### src/rtl/dmem_arbiter_pkg.sv
// Shared definitions for the data-memory arbiter: FSM states, requester port IDs
// and default sizes.
package dmem_arbiter_pkg;
    typedef enum logic [1:0] {IDLE, ISSUE, WAIT, DONE} state_t;

    localparam logic PORT_CPU = 1'b0;
    localparam logic PORT_LD  = 1'b1;

    localparam int DEF_ADDR_WIDTH = 14;
    localparam int DEF_DATA_WIDTH = 32;
endpackage

### src/rtl/dmem_arbiter_rr_arb2.sv
// Two-way round-robin picker: a lone requester wins, a tie goes to the port that
// was not served last.
module rr_arb2
    import dmem_arbiter_pkg::*;
(
    input  logic [1:0] req,
    input  logic       rr_last,
    output logic [1:0] gnt
);
    always_comb begin
        gnt = req;
        if (req == 2'b11) begin
            gnt = (rr_last == PORT_LD) ? 2'b01 : 2'b10;
        end
    end
endmodule

### src/rtl/dmem_arbiter.sv
// Shares the single-port data memory between the CPU load/store path and the
// loader; one req/ack transaction at a time with a fixed read latency.
module dmem_arbiter
    import dmem_arbiter_pkg::*;
#(
    parameter int ADDR_WIDTH = DEF_ADDR_WIDTH,
    parameter int DATA_WIDTH = DEF_DATA_WIDTH,
    parameter int READ_LAT   = 1
) (
    input  logic                  clock,
    input  logic                  reset,
    input  logic                  cpu_req,
    input  logic                  cpu_we,
    input  logic [31:0]           cpu_addr,
    input  logic [DATA_WIDTH-1:0] cpu_wdata,
    output logic [DATA_WIDTH-1:0] cpu_rdata,
    output logic                  cpu_ack,
    input  logic                  ld_req,
    input  logic                  ld_we,
    input  logic [31:0]           ld_addr,
    input  logic [DATA_WIDTH-1:0] ld_wdata,
    output logic [DATA_WIDTH-1:0] ld_rdata,
    output logic                  ld_ack,
    output logic                  mem_we,
    output logic [ADDR_WIDTH-1:0] mem_addr,
    output logic [DATA_WIDTH-1:0] mem_wdata,
    input  logic [DATA_WIDTH-1:0] mem_rdata,
    output logic [1:0]            grant,
    output logic                  busy,
    output logic                  addr_err
);
    state_t                state_q, state_d;
    logic                  owner_q, owner_d;
    logic                  rr_last_q, rr_last_d;
    logic                  we_q, we_d;
    logic [29:0]           addr_q, addr_d;
    logic [DATA_WIDTH-1:0] wdata_q, wdata_d;
    logic [2:0]            wait_cnt_q, wait_cnt_d;
    logic [DATA_WIDTH-1:0] cpu_rdata_q, cpu_rdata_d;
    logic [DATA_WIDTH-1:0] ld_rdata_q, ld_rdata_d;
    logic                  cpu_ack_q, cpu_ack_d;
    logic                  ld_ack_q, ld_ack_d;
    logic                  mem_we_q, mem_we_d;
    logic [1:0]            grant_q, grant_d;
    logic                  busy_q, busy_d;
    logic                  addr_err_q, addr_err_d;
    logic [1:0]            gnt;
    logic                  in_range_q, in_range_d;
    logic                  unused_byte_offs;

    // Byte offsets are meaningless for a word-wide memory.
    assign unused_byte_offs = ^{cpu_addr[1:0], ld_addr[1:0]};

    rr_arb2 u_pick (
        .req     ({ld_req, cpu_req}),
        .rr_last (rr_last_q),
        .gnt     (gnt)
    );

    assign in_range_q = (addr_q[29:ADDR_WIDTH] == '0);
    assign in_range_d = (addr_d[29:ADDR_WIDTH] == '0);

    always_comb begin
        state_d     = state_q;
        owner_d     = owner_q;
        rr_last_d   = rr_last_q;
        we_d        = we_q;
        addr_d      = addr_q;
        wdata_d     = wdata_q;
        wait_cnt_d  = wait_cnt_q;
        cpu_rdata_d = cpu_rdata_q;
        ld_rdata_d  = ld_rdata_q;
        unique case (state_q)
            IDLE: begin
                if (|gnt) begin
                    owner_d   = gnt[1];
                    rr_last_d = gnt[1];
                    we_d      = gnt[1] ? ld_we : cpu_we;
                    addr_d    = gnt[1] ? ld_addr[31:2] : cpu_addr[31:2];
                    wdata_d   = gnt[1] ? ld_wdata : cpu_wdata;
                    state_d   = ISSUE;
                end
            end
            ISSUE: begin
                wait_cnt_d = 3'(READ_LAT);
                state_d    = we_q ? DONE : WAIT;
            end
            WAIT: begin
                wait_cnt_d = wait_cnt_q - 3'd1;
                if (wait_cnt_q == 3'd1) begin
                    if (owner_q == PORT_LD) ld_rdata_d  = in_range_q ? mem_rdata : '0;
                    else                    cpu_rdata_d = in_range_q ? mem_rdata : '0;
                    state_d = DONE;
                end
            end
            DONE: state_d = IDLE;
            default: state_d = IDLE;
        endcase
    end

    // Outputs are decoded from the next state so they appear registered with the state.
    always_comb begin
        busy_d     = (state_d != IDLE);
        grant_d    = busy_d ? (owner_d ? 2'b10 : 2'b01) : 2'b00;
        mem_we_d   = (state_d == ISSUE) && we_d && in_range_d;
        cpu_ack_d  = (state_d == DONE) && (owner_d == PORT_CPU);
        ld_ack_d   = (state_d == DONE) && (owner_d == PORT_LD);
        addr_err_d = (state_d == DONE) && !in_range_d;
    end

    always_ff @(posedge clock) begin
        if (reset) begin
            state_q     <= IDLE;
            owner_q     <= PORT_CPU;
            rr_last_q   <= PORT_LD;
            we_q        <= 1'b0;
            addr_q      <= '0;
            wdata_q     <= '0;
            wait_cnt_q  <= '0;
            cpu_rdata_q <= '0;
            ld_rdata_q  <= '0;
            cpu_ack_q   <= 1'b0;
            ld_ack_q    <= 1'b0;
            mem_we_q    <= 1'b0;
            grant_q     <= 2'b00;
            busy_q      <= 1'b0;
            addr_err_q  <= 1'b0;
        end else begin
            state_q     <= state_d;
            owner_q     <= owner_d;
            rr_last_q   <= rr_last_d;
            we_q        <= we_d;
            addr_q      <= addr_d;
            wdata_q     <= wdata_d;
            wait_cnt_q  <= wait_cnt_d;
            cpu_rdata_q <= cpu_rdata_d;
            ld_rdata_q  <= ld_rdata_d;
            cpu_ack_q   <= cpu_ack_d;
            ld_ack_q    <= ld_ack_d;
            mem_we_q    <= mem_we_d;
            grant_q     <= grant_d;
            busy_q      <= busy_d;
            addr_err_q  <= addr_err_d;
        end
    end

    assign cpu_rdata = cpu_rdata_q;
    assign ld_rdata  = ld_rdata_q;
    assign cpu_ack   = cpu_ack_q;
    assign ld_ack    = ld_ack_q;
    assign mem_we    = mem_we_q;
    assign mem_addr  = addr_q[ADDR_WIDTH-1:0];
    assign mem_wdata = wdata_q;
    assign grant     = grant_q;
    assign busy      = busy_q;
    assign addr_err  = addr_err_q;
endmodule

### config.mk
export PLATFORM = sky130hd
export DESIGN_NAME = dmem_arbiter
export DESIGN_NICKNAME = d
export VERILOG_FILES = /design/src/rtl/dmem_arbiter_pkg.sv /design/src/rtl/dmem_arbiter_rr_arb2.sv /design/src/rtl/dmem_arbiter.sv
export SDC_FILE = /design/constraint.sdc
export NUM_CORES = 1
export LEC_CHECK = 0
export BUFFER_PORTS_ARGS = -buffer_cell sky130_fd_sc_hd__buf_2
export CORE_UTILIZATION = 48
export CTS_BUF_LIST = sky130_fd_sc_hd__clkbuf_2 sky130_fd_sc_hd__clkbuf_4 sky130_fd_sc_hd__clkbuf_8
export DETAILED_ROUTE_END_ITERATION = 8
export PLACE_DENSITY = 0.82
export RECOVER_POWER = 25
export SYNTH_ARGS = -nofsm -noshare
export SYNTH_HDL_FRONTEND = slang
export SYNTH_SLANG_ARGS = --single-unit
### constraint.sdc
create_clock -name clock -period 2.53 [get_ports clock]
set_input_delay 0.1265 -clock clock [delete_from_list [all_inputs] [get_ports clock]]
set_output_delay 0.1265 -clock clock [all_outputs]
set_load 0.02 [all_outputs]
=== Yosys cells after proc, flatten, opt, wreduce, memory -nomap -nowiden ===
Cells that the tools add are included.

* Add/sub/neg operators: 1
* Eq/ne operators: 7
* Mux-type cells: 18
* Bitwise logic cells: 3
* Reduce and logical (&&, ||, !) cells: 16

{| class="wikitable"
|+ Operator list
! kind !! number
|-
| $mux 30 || 3
|-
| $mux 32 || 2
|-
| $logic_not 16->1 || 2
|-
| $mux 2 || 5
|-
| $eq 2x2->1 const B || 4
|-
| $pmux 2 s4 || 1
|-
| $mux 1 || 6
|-
| $pmux 3 s2 || 1
|-
| $reduce_and 3->1 || 2
|-
| $logic_and 1x1->1 || 5
|-
| $eq 2x1->1 const B || 2
|-
| $reduce_bool 2->1 || 2
|-
| $reduce_or 2->1 || 2
|-
| $eq 3x1->1 const B || 1
|-
| $not 1->1 || 3
|-
| $sub 3x1->3 const B || 1
|-
| $logic_not 2->1 || 1
|-
| $reduce_and 2->1 || 1
|-
| $logic_not 1->1 || 1
|}

* Bits in registers: 141
* Logic and storage cells: 61

=== Longest topological paths before layout ===
Gate-level depths: netlist of the first run.

* Depth after elaboration: 8
* Mapped depth: 10

=== Cells and area by module ===
From an unflattened synthesis of the first run, not the netlist that was laid out.

* Cell total of the unflattened synthesis: 686
* Area total of the unflattened synthesis: 5965.7 um^2

{| class="wikitable"
|+ Modules (own cells, without submodules)
! module !! times used !! cells an instance !! area an instance (um^2) !! sequential area each (um^2)
|-
| dmem_arbiter || 1 || 683 || 5947.0 || 2822.7
|-
| rr_arb2 || 1 || 3 || 18.8 || 0.0
|}

=== Least setup slack after synthesis of the first run ===
No wires, ideal clock.

* Kind: reg-to-reg
* Start: reg state_q[0]
* End: reg mem_we_q, in the netlist mem_we
* Arrival: 2.035 ns
* Data required time: 2.468 ns
* Slack: 0.433 ns
* Stages on the path, launching flop included: 10
* Buffers on the path: 1
* Cell sequence: dfxtp_1 > inv_1 > ha_1 > inv_1 > clkbuf_1 > or4_4 > a32oi_1 > nand4_1 > nor4_2 > and4b_1

* Cells in the longest elaborated chain, start to end: 5
* Elaborated cells between the ends (all ways): 13
* Classes of those cells: eq/ne: 4; mux: 5; reduce/logical: 4

{| class="wikitable"
|+ RTL lines
! element !! line !! RTL
|-
| from (decl) || dmem_arbiter.sv:32 || <nowiki>state_t state_q, state_d;</nowiki>
|-
| from (signal assigned) || dmem_arbiter.sv:129 || <nowiki>state_q <= state_d;</nowiki>
|-
| $eq 2x2->1, or another cell as far along || dmem_arbiter.sv:73 || <nowiki>unique case (state_q)</nowiki>
|-
| $pmux 2 s4 || dmem_arbiter.sv:73 ||
|-
| $eq 2x1->1 || dmem_arbiter.sv:105 || <nowiki>mem_we_d = (state_d == ISSUE) && we_d && in_range_d;</nowiki>
|-
| $logic_and 1x1->1 || dmem_arbiter.sv:105 ||
|-
| $logic_and 1x1->1 * || dmem_arbiter.sv:105 ||
|-
| to (signal assigned) || dmem_arbiter.sv:140 || <nowiki>mem_we_q <= mem_we_d;</nowiki>
|-
| to (decl) || dmem_arbiter.sv:43 || <nowiki>logic mem_we_q, mem_we_d;</nowiki>
|}

Mark *: on every way between the ends. The rest lies on a longest branch, timed or not.
A chain may end at the register's enable or synchronous reset.

=== Worst setup path in the final report of the first run ===
* Start: reg state_q[0]
* End: reg wdata_q[4], in the netlist mem_wdata[4]

* Cells in the longest elaborated chain, start to end: 2

{| class="wikitable"
|+ RTL lines
! element !! line !! RTL
|-
| $logic_not 2->1 || dmem_arbiter.sv:73 ||
|-
| $reduce_and 2->1 (no source line) || - ||
|-
| to (signal assigned) || dmem_arbiter.sv:134 || <nowiki>wdata_q <= wdata_d;</nowiki>
|-
| to (decl) || dmem_arbiter.sv:37 || <nowiki>logic [DATA_WIDTH-1:0] wdata_q, wdata_d;</nowiki>
|}

No other way between the ends.

==> results of run 1 <==
-- cell type report --
cell class,instances,area share [%]
repair buffers,427,30.30
multi-input cells,532,31.39
clock buffers,18,2.695
flip-flops and latches,141,30.71
inverters,11,0.4492
well taps,168,2.287
diodes,2,0.05445
clock inverters,12,2.110
-- kinds of logic (layout without fill, tap and decap cells) --
group | count (synthesis) | in the layout | share of synthesized area (%)
AND/OR/NAND/NOR | 354 | 354 | 25.53
AO/OA/AOI/OAI | 172 | 172 | 20.05
flip-flops | 141 | 141 | 46.15
buffers and inverters | 92 | 468 | 7.038
adder cells (fa/ha/maj) | 6 | 6 | 1.227
other | 0 | 2 | 0
-- synthesized netlist by cell type, drive strengths merged, types with 3 or more instances --
cell,n
nand3,67
or3,10
nand4,3
inv,11
dfxtp,141
clkbuf,56
a311oi,48
buf,25
nor4,6
nor2b,14
a32oi,9
o2111a,3
o311ai,3
a21oi,68
nand2b,4
o211a,6
a31oi,3
o21ai,11
nor2,68
nand2,168
ha,6
-- worst max-delay path: stages (launching register included) --
cell and delay [ns]:
dfxtp_1 0.33, inv_1 0.11, ha_1 0.19, inv_1 0.14, buf_4 0.19, a21oi_4 0.18, buf_4 0.25, nor2_1 0.06
a311oi_1 0.29, dlygate4sd3_1 0.60
-- flip-flops by register name (all words and copies together) (netlist names), 2 cells and up --
| register | flops |
|---|---|
| addr_q | 30 |
| cpu_rdata | 32 |
| grant | 2 |
| state_q | 2 |
| ld_rdata | 32 |
| wait_cnt_q | 3 |
| mem_wdata | 32 |
-- timing repair --
action	in CTS	in global routing
hold endpoints to repair	116	0
setup endpoints to repair	0	7
hold buffers	131	0
buffers inserted	0	3
-- stage by stage --
stage / hold slack [ns] / cells / worst slack (ns) / area (um2) / power (uW)
after global routing: 0.007281 / 1310 / 0.009641 / 9189 / 8711
after CTS: 0.002334 / 1306 / 0.05689 / 9244 / 8108
final: 0.03130 / 1311 / 0.1449 / 9191 / 8324
after global placement: 0.3660 / 1145 / 0.2630 / 7491 / 5844
after detailed placement: 0.3695 / 1145 / 0.2112 / 7491 / 5898
after floorplan: 0.2095 / 765 / 0.4328 / 6116 / 5052
-- layer usage --
| metal | routed length [um] | track usage (%) | vias up |
|---|---|---|---|
| met5 | 0 | 0 | - |
| met4 | 1681 | 27.19 | 0 |
| met3 | 2585 | 11.65 | 137 |
| met2 | 10900 | 57.31 | 567 |
| met1 | 8862 | 39.12 | 3376 |
| li1 | - | - | 3405 |
-- final timing paths --
kind / slack, ns / start / depth (start not counted) / end
worst max-delay path: 0.14 / state_q[0] / 9 / mem_wdata[4]
worst min-delay path: 0.03 / cpu_addr[29] / 3 / addr_q[27]
worst max register to register: 0.14 / state_q[0] / 9 / mem_wdata[4]
worst min register to register: 0.46 / cpu_rdata[29] / 2 / cpu_rdata[29]
-- power by group through the flow --
| stage | Combinational (uW) | Sequential [uW] | Clock, uW |
|---|---|---|---|
| floorplan | 1750 | 3300 | 0 |
| global placement | 2830 | 3020 | 0 |
| detailed placement | 2860 | 3040 | 0 |
| CTS | 3060 | 2990 | 2050 |
| global route | 3450 | 3090 | 2160 |
| finish | 3230 | 3040 | 2060 |
==> impl_metrics.py, run 1 <==
metrics = {
    "power": {
        "netSwitchingFraction_pct": 38.78,
        "p_comb_share_pct": 38.8,
        "pwr-share-seq_pct": 36.5,
        "share_of_power_burned_in_the_clock_network_pct": 24.7,
        "internal-power_uw": 5095,
        "leakagePower_uw": 0.003888,
        "power.ir.vdd_worst_mv": 0.7012,
        "p_switching_uw": 3228,
        "power.density_nw_per_um2": 905.6,
    },
    "die": {
        "io_pins": 283,
        "chipWidth_um": 114.9,
        "core_area_um2": 12210,
        "design.die.area_um2": 13200,
        "start_util_pct": 50.08,
        "dieHeight_um": 114.9,
        "number_of_standard_cell_rows_in_the_floorplan": 40,
    },
    "route": {
        "routed_wirelength_um": 24030,
        "pre_repair_dr_iteration_count": 5,
        "remaining_drc_errors": 0,
        "vias": 7485,
        "vias_per_cell": 5.709,
        "wire_per_inst_um": 18.33,
        "dr.first_iter.drc_count": 911,
        "antenna_left": 0,
    },
    "synthesis": {
        "synth_area_um2": 6116,
        "ys.warnings.count": 0,
        "netlist_instances": 765,
        "post-synth-top-area-cell": "dfxtp_1",
        "synthesis.area_per_instance_um2": 7.995,
        "yosysUniqueCellTypes": 53,
        "synth_edf_count": 0,
        "async_flop_share_pct": 0,
        "synth_flop_cell": "dfxtp_1",
        "synth_top_area_share_pct": 46.15,
        "register_bit_count_reported_by_yosys": 141,
        "mappedNetlistNets": 937,
        "synthTopCellsByArea": "dfxtp_1 (46%), nand2_1 (10%), a311oi_1 (6.9%)",
        "synth.yosys.seq_area_share_pct": 46.15,
    },
    "hold_path": {
        "hp-class": "input port to register",
    },
    "clock_tree": {
        "clock-root-buffer": "clkbuf_8",
        "number_of_buffers_created_by_cts": 17,
        "maximum_level_of_the_cts_h_tree": 4,
        "clk_latency_ns": 0.44,
        "clk_pin_slew_worst_paths_ns": 0.08,
        "cts_resized": 0,
        "cts-root-to-sink-buffers": 2,
        "clock_tree_from_tritoncts": "built",
        "cts_sinks": 141,
    },
    "layout": {
        "mostFrequentLayoutCell": "buf_2",
        "final_core_util_pct": 75.27,
        "syn2layout_area_growth_pct": 50.29,
        "final_cell_mix": "buf_2 (213), nand2_1 (168), dfxtp_1 (141), dlygate4sd3_1 (131)",
        "footprint_of_the_flip_flops_and_latches_um2": 2823,
        "final_layout_size_suffix_gt1_share_pct": 24.19,
        "area_of_the_multi_input_gates_um2": 2885,
        "finish.net_count": 1302,
        "count_of_fill_cells_added_during_filler_insertion": 846,
    },
    "timing": {
        "timing.final.hold_violations": 0,
        "setup_violations": 0,
        "period_minus_slack_ns": 2.385,
        "timing.fmax_mhz": 419.3,
        "timing.max_slew.rel_slack_pct": 50.29,
        "fin_tns_setup_ns": 0,
        "finalCritPeriodShare_pct": 94.27,
        "rsz_0062_raised_after_global_routing": "no",
        "timing_max_transition_violations_final": 0,
        "worst_pin_slew_ns": 0.7456,
        "finClkSkew_ns": 0.01356,
    },
    "placement": {
        "weighted_congestion_reported_at_the_end_of_routability_driven_placement": 0.8980,
        "dp_hpwl_um": 13060,
        "port_buffers": 278,
    },
    "global_route": {
        "grt_pass1_vias": 7216,
        "pin_count_of_the_biggest_net_entering_global_routing": 85,
        "antenna_violations_before_repair": 1,
        "track_usage_pct": 35.60,
        "grt-ovfl-total": 0,
        "grt_pass1_wl_um": 36510,
    },
    "critical_path": {
        "critical_path_sink_type": "register",
        "critPathMaxFanout": 16,
        "worstPathRequired_ns": 2.91,
        "timing.critical_path.from_type": "register",
        "worst-setup-path-type": "register to register",
        "arrival_ns": 2.77,
    },
    "job": {
        "cap_violations": 0,
    },
    "outcome": {
        "status": "complete, no violations",
    },
}
Power figures use the tool's default switching activity.
==> run 2: changes to the inputs <==
--- a/config.mk
+++ b/config.mk
@@ -11,6 +11,7 @@
 export DETAILED_ROUTE_END_ITERATION = 8
 export PLACE_DENSITY = 0.82
 export RECOVER_POWER = 25
+export REMOVE_ABC_BUFFERS = 1
 export SYNTH_ARGS = -nofsm -noshare
 export SYNTH_HDL_FRONTEND = slang
 export SYNTH_SLANG_ARGS = --single-unit
==> run 2 against run 1 <==
Against the previous run: non-clock buffer count down 1; largest power group unchanged; largest cell class unchanged; sequential power about the same; sequential cell count unchanged; critical endpoint is now mem_we; critical path type unchanged.
==> impl_metrics.py, run 2 (synthesis gave the netlist of run 1 again) <==
metrics = {
    "layout": {
        "syn2layout_area_growth_pct": 51.10,
        "layout.cells.non_filler": 1312,
        "mostFrequentLayoutCell": "buf_2",
        "final_core_util_pct": 75.68,
        "finish.net_count": 1301,
        "finalInstanceArea_um2": 9241,
        "final_layout_size_suffix_gt1_share_pct": 24.26,
        "final_cell_mix": "buf_2 (213), nand2_1 (168), dfxtp_1 (141), dlygate4sd3_1 (132)",
    },
    "critical_path": {
        "slowest_stage": "or3_1",
        "crit_chain": "inv_1 > ha_4 > inv_1 > buf_4 > or3_1 > o311ai_0 > nand4_1 > nor4_2 > and4b_1",
        "arrival_ns": 2.78,
        "worstPathRequired_ns": 2.91,
        "worst-setup-path-type": "register to register",
        "critical_path_sink_type": "register",
        "cpMostUsedCell": "inv_1",
        "cp_slowest_stage_delay_ns": 0.39,
        "timing.critical_path.from_type": "register",
        "critPathMaxFanout": 10,
    },
    "timing": {
        "worst_pin_slew_ns": 0.7364,
        "rsz_0062_raised_after_global_routing": "no",
        "setup_violations": 0,
        "finClkSkew_ns": 0.01171,
        "timing.fmax_mhz": 417.9,
        "timing.max_slew.rel_slack_pct": 50.80,
        "timing.final.hold_violations": 0,
        "period_minus_slack_ns": 2.393,
        "finalCritPeriodShare_pct": 94.57,
        "fin_tns_setup_ns": 0,
        "timing_max_transition_violations_final": 0,
    },
    "power": {
        "share_of_power_burned_in_the_clock_network_pct": 25.2,
        "p_comb_share_pct": 38.4,
        "power_uw": 8382,
        "p_switching_uw": 3271,
        "pwr-share-seq_pct": 36.4,
        "netSwitchingFraction_pct": 39.02,
        "power.density_nw_per_um2": 907.0,
        "leakagePower_uw": 0.003897,
        "internal-power_uw": 5112,
        "power.ir.vdd_worst_mv": 0.4808,
    },
    "hold_path": {
        "hp-class": "input port to register",
    },
    "clock_tree": {
        "clk_pin_slew_worst_paths_ns": 0.08,
        "clk_latency_ns": 0.44,
        "cts-root-to-sink-buffers": 2,
        "cts_sinks": 141,
        "number_of_buffers_created_by_cts": 17,
        "maximum_level_of_the_cts_h_tree": 4,
        "clock_tree_from_tritoncts": "built",
        "clock-root-buffer": "clkbuf_8",
        "post_cts_buffers": 0,
    },
    "global_route": {
        "grt-ovfl-total": 0,
        "antenna_violations_before_repair": 0,
        "pin_count_of_the_biggest_net_entering_global_routing": 111,
        "grt_pass1_wl_um": 35790,
        "busiest_layer": "met2",
        "global_route.usage.met1_pct": 38.30,
        "track_usage_pct": 35.02,
        "grtUsageMet2_pct": 59.64,
        "use_met3_pct": 9.963,
        "grt_pass1_vias": 7248,
    },
    "placement": {
        "weighted_congestion_reported_at_the_end_of_routability_driven_placement": 0.8951,
        "placed_area_um2": 7511,
        "port_buffers": 278,
        "dp_hpwl_um": 13110,
        "dpl.cell_count": 1146,
    },
    "route": {
        "pre_repair_dr_iteration_count": 8,
        "vias": 7562,
        "wire_per_inst_um": 18.45,
        "vias_per_cell": 5.764,
        "remaining_drc_errors": 0,
        "antenna_left": 0,
        "routed_wirelength_um": 24210,
        "dr.first_iter.drc_count": 1113,
    },
    "die": {
        "start_util_pct": 50.08,
        "number_of_standard_cell_rows_in_the_floorplan": 40,
        "chipWidth_um": 114.9,
        "design.die.area_um2": 13200,
        "io_pins": 283,
        "dieHeight_um": 114.9,
        "core_area_um2": 12210,
    },
    "job": {
        "cap_violations": 0,
    },
    "outcome": {
        "status": "complete, no violations",
    },
}
==> run 2: changes by cell type in the layout (fill, tap and decap cells not counted), sizes merged <==
cell and change:
clkinv -1, buf -2, clkinvlp +1, dlygate4sd3 +1
inv +1, clkbuf +1
==> run 2: final timing paths <==
kind | from | to | slack, ns | cells past startpoint
setup / recovery | state_q[0] | mem_we | 0.14 | 9
hold reg to reg | cpu_rdata[26] | cpu_rdata[26] | 0.46 | 2
setup reg to reg | state_q[0] | mem_we | 0.14 | 9
hold / removal | cpu_addr[29] | addr_q[27] | 0.05 | 3
==> run 2: area by class of cell <==
type	count	area (um2)
Fill cell	817	2970
Sequential cell	141	2823
Clock inverter	13	212.7
Inverter	11	41.29
Antenna cell	2	5.005
Tap cell	168	210.2
Clock buffer	19	255.2
Timing Repair Buffer	426	2796
Multi-Input combinational cell	532	2898
==> run 2: power groups by stage <==
| stage | Combinational (uW) | Sequential (uW) | Clock [uW] |
|---|---|---|---|
| 5_1_grt | 3440 | 3090 | 2210 |
| 2_1_floorplan | 1370 | 3160 | 0 |
| 3_5_place_dp | 2880 | 3050 | 0 |
| 6_report | 3220 | 3050 | 2110 |
| 3_3_place_gp | 2850 | 3030 | 0 |
| 4_1_cts | 3050 | 3000 | 2130 |
==> run 2: stage by stage <==
stage                     setup WS [ns]  hold WS (ns)
after floorplan                  -3.486        0.1956
after global placement           0.1228        0.3917
after detailed placement        0.05497        0.3960
after CTS                       0.01265       0.02907
after global routing            0.01884       0.01496
final                            0.1373       0.05216
==> run 2: repair_timing <==
| action | CTS | global route |
|---|---|---|
| setup endpoints to repair | 0 | 5 |
| endpoints found under the hold margin | 116 | 0 |
| gates resized for setup | 0 | 3 |
| hold buffers | 132 | 0 |
==> run 2: routing by layer <==
metal	routed length, um	up-vias
met3	2452	114
met1	8902	3487
met4	1297	0
met5	0	-
met2	11550	548
li1	-	3413
==> run 2: critical path: cells and delay by family (launching register included) <==
| family | cells | cell delay [ns] |
|---|---|---|
| and+or+nand+nor | 4 | 1.19 |
| buffers and inverters | 3 | 0.44 |
| DFF | 1 | 0.34 |
| adders and majority gates | 1 | 0.21 |
| AOI/OAI and AO/OA | 1 | 0.14 |
